[src/rtl/line_transfer_engine.sv]
// Cache line transfer engine: fills, writes and write-back-then-fills a cache line over a narrow RAM bus.
// Optional build macro LTE_CRITICAL_WORD_FIRST_EN starts reads at the beat holding the requested word.
module line_transfer_engine #(
  parameter int ADDR_SIZE = 16,
  parameter int BUS_SIZE  = 16,
  parameter int BEATS     = 8
) (
  input  logic                      CLK,
  input  logic                      RESET,
  input  logic                      SIG_RD,
  input  logic                      SIG_WR,
  input  logic                      SIG_WB,
  input  logic [ADDR_SIZE-1:0]      IN_ADDR,
  input  logic [ADDR_SIZE-1:0]      IN_WB_ADDR,
  input  logic [BUS_SIZE*BEATS-1:0] IN_DATA,
  output logic [BUS_SIZE*BEATS-1:0] OUT_DATA,
  output logic                      ACK,
  output logic                      BUSY,
  output logic                      RAM_REQ,
  output logic                      RAM_READ_NOT_WRITE,
  output logic [ADDR_SIZE-1:0]      OUT_RAM_ADDR,
  output logic [BUS_SIZE-1:0]       OUT_RAM_DATA,
  input  logic [BUS_SIZE-1:0]       IN_RAM_DATA,
  input  logic                      RAM_ACK
);

  localparam int LINE_SIZE   = BUS_SIZE * BEATS;
  localparam int OFFSET_SIZE = $clog2(LINE_SIZE / 8);
  localparam int BYTE_BITS   = $clog2(BUS_SIZE / 8);
  localparam int BEAT_BITS   = OFFSET_SIZE - BYTE_BITS;
  localparam int LINE_ADDR_W = ADDR_SIZE - OFFSET_SIZE;
  localparam logic [BEAT_BITS-1:0] LAST_BEAT = BEAT_BITS'(BEATS - 1);

  typedef enum logic [1:0] {IDLE, WRITE, READ, DONE} state_t;

  state_t                          state;
  logic [BEAT_BITS-1:0]            beat;
  logic [BEAT_BITS-1:0]            count;
  logic [BEAT_BITS-1:0]            start_beat;
  logic [BEAT_BITS-1:0]            next_beat;
  logic [BEAT_BITS-1:0]            next_count;
  logic [BEAT_BITS-1:0]            crit_beat;
  logic [LINE_ADDR_W-1:0]          xfer_line;
  logic [LINE_ADDR_W-1:0]          fill_line;
  logic [LINE_ADDR_W-1:0]          req_line;
  logic                            wb_pending;
  logic [BEATS-1:0][BUS_SIZE-1:0]  line_buf;
  logic [BEATS-1:0][BUS_SIZE-1:0]  fill_buf;
  logic                            unused_bits;

  function automatic logic [ADDR_SIZE-1:0] beat_addr(input logic [LINE_ADDR_W-1:0] line,
                                                     input logic [BEAT_BITS-1:0]   b);
    return (ADDR_SIZE'(line) << OFFSET_SIZE) | (ADDR_SIZE'(b) << BYTE_BITS);
  endfunction

`ifdef LTE_CRITICAL_WORD_FIRST_EN
  assign crit_beat = IN_ADDR[OFFSET_SIZE-1:BYTE_BITS];
`else
  assign crit_beat = '0;
`endif

  // Offset bits only matter for critical-word selection; the rest address whole lines.
  assign unused_bits = ^{IN_ADDR[OFFSET_SIZE-1:0], IN_WB_ADDR[OFFSET_SIZE-1:0]};

  assign OUT_DATA = fill_buf;

  always_comb begin
    next_beat  = beat + BEAT_BITS'(1);
    next_count = count + BEAT_BITS'(1);
    req_line   = SIG_WB ? IN_WB_ADDR[ADDR_SIZE-1:OFFSET_SIZE] : IN_ADDR[ADDR_SIZE-1:OFFSET_SIZE];
  end

  // count tracks beats completed in the current phase, so a wrapped critical-word
  // read still ends after exactly BEATS beats whatever beat it started on.
  always_ff @(posedge CLK) begin
    if (RESET) begin
      state              <= IDLE;
      beat               <= '0;
      count              <= '0;
      start_beat         <= '0;
      xfer_line          <= '0;
      fill_line          <= '0;
      wb_pending         <= 1'b0;
      line_buf           <= '0;
      fill_buf           <= '0;
      ACK                <= 1'b0;
      BUSY               <= 1'b0;
      RAM_REQ            <= 1'b0;
      RAM_READ_NOT_WRITE <= 1'b1;
      OUT_RAM_ADDR       <= '0;
      OUT_RAM_DATA       <= '0;
    end else begin
      unique case (state)
        IDLE: begin
          ACK <= 1'b0;
          if (SIG_WB || SIG_WR || SIG_RD) begin
            BUSY       <= 1'b1;
            RAM_REQ    <= 1'b1;
            count      <= '0;
            line_buf   <= IN_DATA;
            fill_line  <= IN_ADDR[ADDR_SIZE-1:OFFSET_SIZE];
            start_beat <= crit_beat;
            wb_pending <= SIG_WB;
            if (SIG_WB || SIG_WR) begin
              state              <= WRITE;
              beat               <= '0;
              xfer_line          <= req_line;
              RAM_READ_NOT_WRITE <= 1'b0;
              OUT_RAM_ADDR       <= beat_addr(req_line, '0);
              OUT_RAM_DATA       <= IN_DATA[BUS_SIZE-1:0];
            end else begin
              state              <= READ;
              beat               <= crit_beat;
              xfer_line          <= IN_ADDR[ADDR_SIZE-1:OFFSET_SIZE];
              RAM_READ_NOT_WRITE <= 1'b1;
              OUT_RAM_ADDR       <= beat_addr(IN_ADDR[ADDR_SIZE-1:OFFSET_SIZE], crit_beat);
            end
          end
        end

        WRITE: begin
          if (RAM_ACK) begin
            if (count == LAST_BEAT) begin
              if (wb_pending) begin
                state              <= READ;
                wb_pending         <= 1'b0;
                beat               <= start_beat;
                count              <= '0;
                xfer_line          <= fill_line;
                RAM_READ_NOT_WRITE <= 1'b1;
                OUT_RAM_ADDR       <= beat_addr(fill_line, start_beat);
              end else begin
                state   <= DONE;
                RAM_REQ <= 1'b0;
                ACK     <= 1'b1;
              end
            end else begin
              beat         <= next_beat;
              count        <= next_count;
              OUT_RAM_ADDR <= beat_addr(xfer_line, next_beat);
              OUT_RAM_DATA <= line_buf[next_beat];
            end
          end
        end

        READ: begin
          if (RAM_ACK) begin
            fill_buf[beat] <= IN_RAM_DATA;
            if (count == LAST_BEAT) begin
              state   <= DONE;
              RAM_REQ <= 1'b0;
              ACK     <= 1'b1;
            end else begin
              beat         <= next_beat;
              count        <= next_count;
              OUT_RAM_ADDR <= beat_addr(xfer_line, next_beat);
            end
          end
        end

        DONE: begin
          ACK   <= 1'b0;
          BUSY  <= 1'b0;
          state <= IDLE;
        end

        default: state <= IDLE;
      endcase
    end
  end

endmodule

[config.mk]
export PLATFORM = sky130hd
export DESIGN_NAME = line_transfer_engine
export DESIGN_NICKNAME = d
export VERILOG_FILES = /design/src/rtl/line_transfer_engine.sv
export SDC_FILE = /design/constraint.sdc
export NUM_CORES = 1
export LEC_CHECK = 0
export CAP_MARGIN = 0
export CORE_MARGIN = 10
export CORE_UTILIZATION = 35
export DETAILED_ROUTE_END_ITERATION = 8
export DONT_BUFFER_PORTS = 1
export PLACE_DENSITY = 0.47
export SLEW_MARGIN = 0
export SYNTH_ARGS = -nofsm -noshare
export SYNTH_HDL_FRONTEND = slang
export SYNTH_SLANG_ARGS = --single-unit
[constraint.sdc]
create_clock -name CLK -period 2.8 [get_ports CLK]
set_clock_uncertainty 0.05 [all_clocks]
set_input_delay 0.14 -clock CLK [delete_from_list [all_inputs] [get_ports CLK]]
set_output_delay 0.14 -clock CLK [all_outputs]
set_load 0.01 [all_outputs]
Word-level counts from Yosys, hierarchy flattened:

Index checks and enable logic that the tools add are counted.
W data, S select, Z words.

* word-level logic and storage cells: 134
* bits in registers: 325
* output and inout bits: 164

* multiplexer cells: 67
* order comparisons: 3
* equal/unequal tests: 15
* bitwise gates (word level): 1
* add/sub/neg operators: 2
* reductions and logical operators: 18

Operators with widths (number)
* $mux W16: 13
* $bwmux W128: 1
* $mux W12: 6
* $bmux W16 S3: 1
* $demux W16 S3: 1
* $pmux W16 S3: 1
* $pmux W16 S2: 1
* $mux W3: 10
* $pmux W12 S2: 1
* $ne A2 B2 Y1 const B: 10
* $reduce_and A5 Y1: 4
* $mux W1: 18
* $pmux W3 S3: 2
* $or A16 B4 Y16: 1
* $mux W2: 6
* $lt A3 B4 Y1 const B: 2
* $pmux W2 S4: 1
* $reduce_and A7 Y1: 1
* $add A3 B1 Y3 const B: 2
* $pmux W1 S2: 3
* $pmux W1 S3: 2
* $reduce_and A2 Y1: 3
* $reduce_and A6 Y1: 1
* $eq A2 B2 Y1 const B: 2
* other kinds (11): 13

Logic depth before layout (Yosys ltp):

* word-level depth: 6
* mapped depth: 9
* gate-level depth less buffers: 6

Worst setup path after synthesis:

OpenSTA, ideal clock, no wires.

* path kind: reg2reg
* start point: register beat[0]
* end point: register OUT_RAM_DATA[10]
* buffers on the path: 2
* stages on the path, launching flop included: 7
* data required time: 2618 ps
* path slack: 841 ps
* arrival time: 1777 ps
* path through: dfxtp_1 -> ha_1 -> clkbuf_1 -> clkbuf_1 -> mux4_2 -> o22ai_1 -> o32ai_1

* cells in the longest elaborated chain, start to end: 6

Ends and longest elaborated chain
* start: declaration: line 37 `logic [BEAT_BITS-1:0] beat;`
* start signal: assignment: line 113 `beat <= crit_beat;`
* start signal: assignment: line 127 `beat <= start_beat;`
* start signal: assignment: line 138 `beat <= next_beat;`
* $add A3 B1 Y3: line 68 `next_beat = beat + BEAT_BITS'(1);`
* $bmux W16 S3: line 141 `OUT_RAM_DATA <= line_buf[next_beat];`
* $mux W16 (not written as such): line 141
* $mux W16: line 123 `if (count == LAST_BEAT) begin`
* $mux W16: line 122 `if (RAM_ACK) begin`
* $pmux W16 S2: line 93 `unique case (state)`
* end signal: assignment: line 110 `OUT_RAM_DATA <= IN_DATA[BUS_SIZE-1:0];`
* end signal: assignment: line 141
* end: declaration: line 22 `output logic [BUS_SIZE-1:0] OUT_RAM_DATA,`

No other way between the ends. The select of a mux whose other input is x is not followed.
A chain may end at the register's enable or synchronous reset.

Worst setup path after layout:

* start point: register state[0]
* end point: register fill_buf (netlist bit OUT_DATA[66])

* cells in the longest elaborated chain, start to end: 2

Ends and longest elaborated chain
* start: declaration: line 36 `state_t state;`
* start signal: assignment: line 77 `state <= IDLE;`
* start signal: assignment: line 105 `state <= WRITE;`
* start signal: assignment: line 112 `state <= READ;`
* $eq A2 B2 Y1: line 93
* $reduce_and A2 Y1 (no source line)
* end signal: assignment: line 85 `fill_buf <= '0;`
* end signal: indexed assignment: line 148 `fill_buf[beat] <= IN_RAM_DATA;`
* end: declaration: line 48 `logic [BEATS-1:0][BUS_SIZE-1:0] fill_buf;`

No other way between the ends.

==> impl_metrics.yaml <==
run_status:
  status: "complete, but fails checks"
  violations: "negative hold slack"
cts:
  clock_sinks: 321
  cts_tree: "built"
  clockBufferDepth: 3
  htree_levels: 2
  cts_buffers: 38
  cts_root_buf: "clkbuf_16"
  insertion_delay_ns: 0.54
  clk_pin_slew_ns: 0.06
worst_setup_path:
  reg2reg_depth: 7
  crit_end: "OUT_DATA[66]"
  r2r_end: "OUT_DATA[66]"
  ff2ff_setup_slack_ns: 0.16
  worstPathArrival_ns: 3.01
  critPathCaptureType: "register"
  start_kind: "register"
  critPathLaunch: "state[0]"
  timing.rr.start: "state[0]"
  critPathKind: "register to register"
  crit_required_ns: 3.17
  worstPathMaxFanout: 16
route:
  ant_nets: 0
  drt_first_pass_iters: 5
  drtIter0Drc: 796
  wl_per_cell_um: 20.90
  postRouteWirelength_um: 46420
  drc: 0
  via_count: 11353
  viasPerCell: 5.112
synthesis:
  synth_edf_count: 0
  synth_top_family_by_area: "simple AND/OR/NAND/NOR gates"
  synthesis.area_um2: 13070
  synth_xor_area_share_pct: 0.06703
  synthArstFlopShare_pct: 0
  synth_cell_types: 51
  synthesis.nets: 1741
  synth-compound-area-share_pct: 15.71
  synthAdderAreaFrac_pct: 0.8618
  yosysWarnings: 0
  synth_mux_area_share_pct: 9.806
  synthFlopType: "dfxtp_1"
  syn_avg_cell_area_um2: 8.430
  synth-seq-cells: 321
  yosysSeqAreaShare_pct: 49.18
  syn_inst: 1550
  synth-simple-area-share_pct: 18.94
finish:
  nets: 1912
  fillers: 3651
  register_area_um2: 6430
  multi_input_area_um2: 5961
  final_layout_size_suffix_gt1_share_pct: 9.429
  syn_to_final_growth_pct: 30.35
power:
  p_total_uw: 15910
  intPower_uw: 10640
  p_switching_uw: 5266
  switching_share_pct: 33.10
  seqPwrFrac_pct: 38.4
  max-vdd-ir-drop_v: 0.0004857
  p_clk_share_pct: 31.8
  powerDensity_nw_per_um2: 934.2
  leakage_uw: 0.006515
  comb_power_share_pct: 29.8
timing:
  fin_crit_sh_pct: 94.16
  hold_slack_ns: -0.004138
  grt_setup_unrepaired: "no"
  max-slew-margin-rel_pct: 32.13
  setup_violations: 0
  finalSetupTns_ns: 0
  min_period_ns: 2.636
  maxSlewViolCount: 0
  clock.fmax_ghz: 0.3793
  hold_viol_final: 2
  worstMarginPinSlew_ns: 1.018
min_path:
  hp-class: "primary input to register"
floorplan:
  core-area_um2: 36700
  start_util_pct: 35.61
  chipWidth_um: 213.2
  die_h_um: 213.2
  dieArea_um2: 45460
  rows: 70
  boundaryPins: 346
place:
  io_buffers: 0
  hpwl_um: 30310
  place.gp.congestion: 0.7411
global_route:
  grt_pass1_vias: 11367
  grt_max_degree: 168
  overflow: 0
  grtUsageTotal_pct: 19.91
  antenna_found_initial: 5
  grt_pass1_wl_um: 70000
run:
  maxCapViolations: 0
==> Yosys cell counts (9+ instances only) <==
cell | n | share of area [%]
a21oi_1 | 247 | 9.5
a21oi_2 | 11 | 0.74
a221o_1 | 12 | 0.92
a31oi_1 | 13 | 0.62
buf_2 | 39 | 1.5
clkbuf_1 | 88 | 2.5
dfxtp_1 | 321 | 49
ha_1 | 9 | 0.86
inv_1 | 20 | 0.57
mux2i_1 | 56 | 4.3
mux4_2 | 32 | 5.5
nand2_1 | 500 | 14
nand2_2 | 10 | 0.48
nand2b_1 | 9 | 0.43
nor2_1 | 70 | 2.0
o21ai_0 | 26 | 1.0
o22ai_1 | 17 | 0.81
o32ai_1 | 16 | 1.1
==> what timing repair did <==
item	in CTS	in global routing
buffers inserted	0	1
endpoints found under the setup margin	0	26
hold buffers	239	0
resized for setup	0	5
hold endpoints to repair	321	0
==> per-stage QoR <==
step / utilization, % / instances / setup WS (ns) / area [µm²]
floorplan: - / 1550 / 0.8405 / 13070
global placement: 36.24 / 1909 / 0.4352 / 13300
detailed placement: 36.24 / 1909 / 0.3686 / 13300
CTS: 46.33 / 2217 / 0.007455 / 17000
global route: 46.40 / 2220 / 0.008490 / 17030
finish: 46.41 / 2221 / 0.1635 / 17030
==> state kept, by name, summed over array words and instances (netlist names) <==
| name | flops |
|---|---|
| fill_line | 12 |
| xfer_line | 12 |
| ACK | 1 |
| OUT_DATA | 128 |
| RAM_READ_NOT_WRITE | 1 |
| beat | 2 |
| RAM_REQ | 1 |
| state | 2 |
| BUSY | 1 |
| count | 3 |
| wb_pending | 1 |
| line_buf | 128 |
| OUT_RAM_ADDR | 13 |
| OUT_RAM_DATA | 16 |
==> kinds of logic after synthesis <==
logic type,after synthesis
adders and majority gates,9
xor gates and xnor gates,1
DFF,321
AOI/OAI and AO/OA,356
buffers and inverters,157
muxes,88
other,1
and+or+nand+nor,617
==> per-layer routing <==
layer,global-route usage (%),vias to the layer above,wire [µm]
met1,24.05,5404,18850
met2,32.50,315,22170
met5,0,-,31
met3,7.141,65,4228
li1,-,5565,-
met4,6.160,4,1149
==> power groups by stage <==
stage	Sequential, µW	Clock (µW)	Combinational, µW
6_report	6110	5060	4740
2_1_floorplan	5940	0	3130
3_3_place_gp	6210	0	3850
4_1_cts	6130	5170	4720
5_1_grt	6220	5380	5240
3_5_place_dp	6220	0	3910
==> worst min-delay path by stage <==
stage	depth (start not counted)	slack [ns]	start	to
after floorplan	2	0.23	IN_DATA[0]	line_buf[0]
after global placement	1	0.20	RESET	line_buf[120]
after detailed placement	1	0.19	RESET	line_buf[72]
after CTS	3	0.003	IN_WB_ADDR[9]	OUT_RAM_ADDR[9]
after global routing	3	0.05	IN_WB_ADDR[9]	OUT_RAM_ADDR[9]
final	2	-0.004	RESET	line_buf[113]
==> cell type report <==
class / count / share of cell area [%]
inverters: 20 / 0.4628
flip-flops and latches: 321 / 37.75
diodes: 3 / 0.04408
clock inverters: 12 / 0.6759
repair buffers: 268 / 15.72
multi-input cells: 1072 / 35.00
clock buffers: 57 / 6.906
well taps: 468 / 3.438
==> critical path: stages (launching register included) <==
cell and delay (ns):
dfxtp_1 0.34, inv_1 0.11, ha_1 0.34, nand3_1 0.23, or3_1 0.64, nand2_1 0.16
a21oi_1 0.07, dlygate4sd3_1 0.57
==> placed cells by master (no fill, tap or decap), types with 3 or more instances in the layout <==
cell	n
a21oi_1	247
a21oi_2	11
a221o_1	12
a31oi_1	13
buf_12	4
buf_4	25
clkbuf_1	7
clkbuf_16	41
clkbuf_8	9
clkinv_2	8
clkinvlp_4	3
dfxtp_1	320
diode_2	3
dlygate4sd3_1	238
ha_1	5
ha_2	4
inv_1	19
mux2i_1	56
mux4_2	32
nand2_1	500
nand2_2	10
nand2b_1	9
nand3_1	3
nor2_1	70
o21ai_0	26
o22ai_1	17
o32ai_1	16
or2_2	3
or3_1	3
Note: power is estimated with default switching activity, not from simulation.
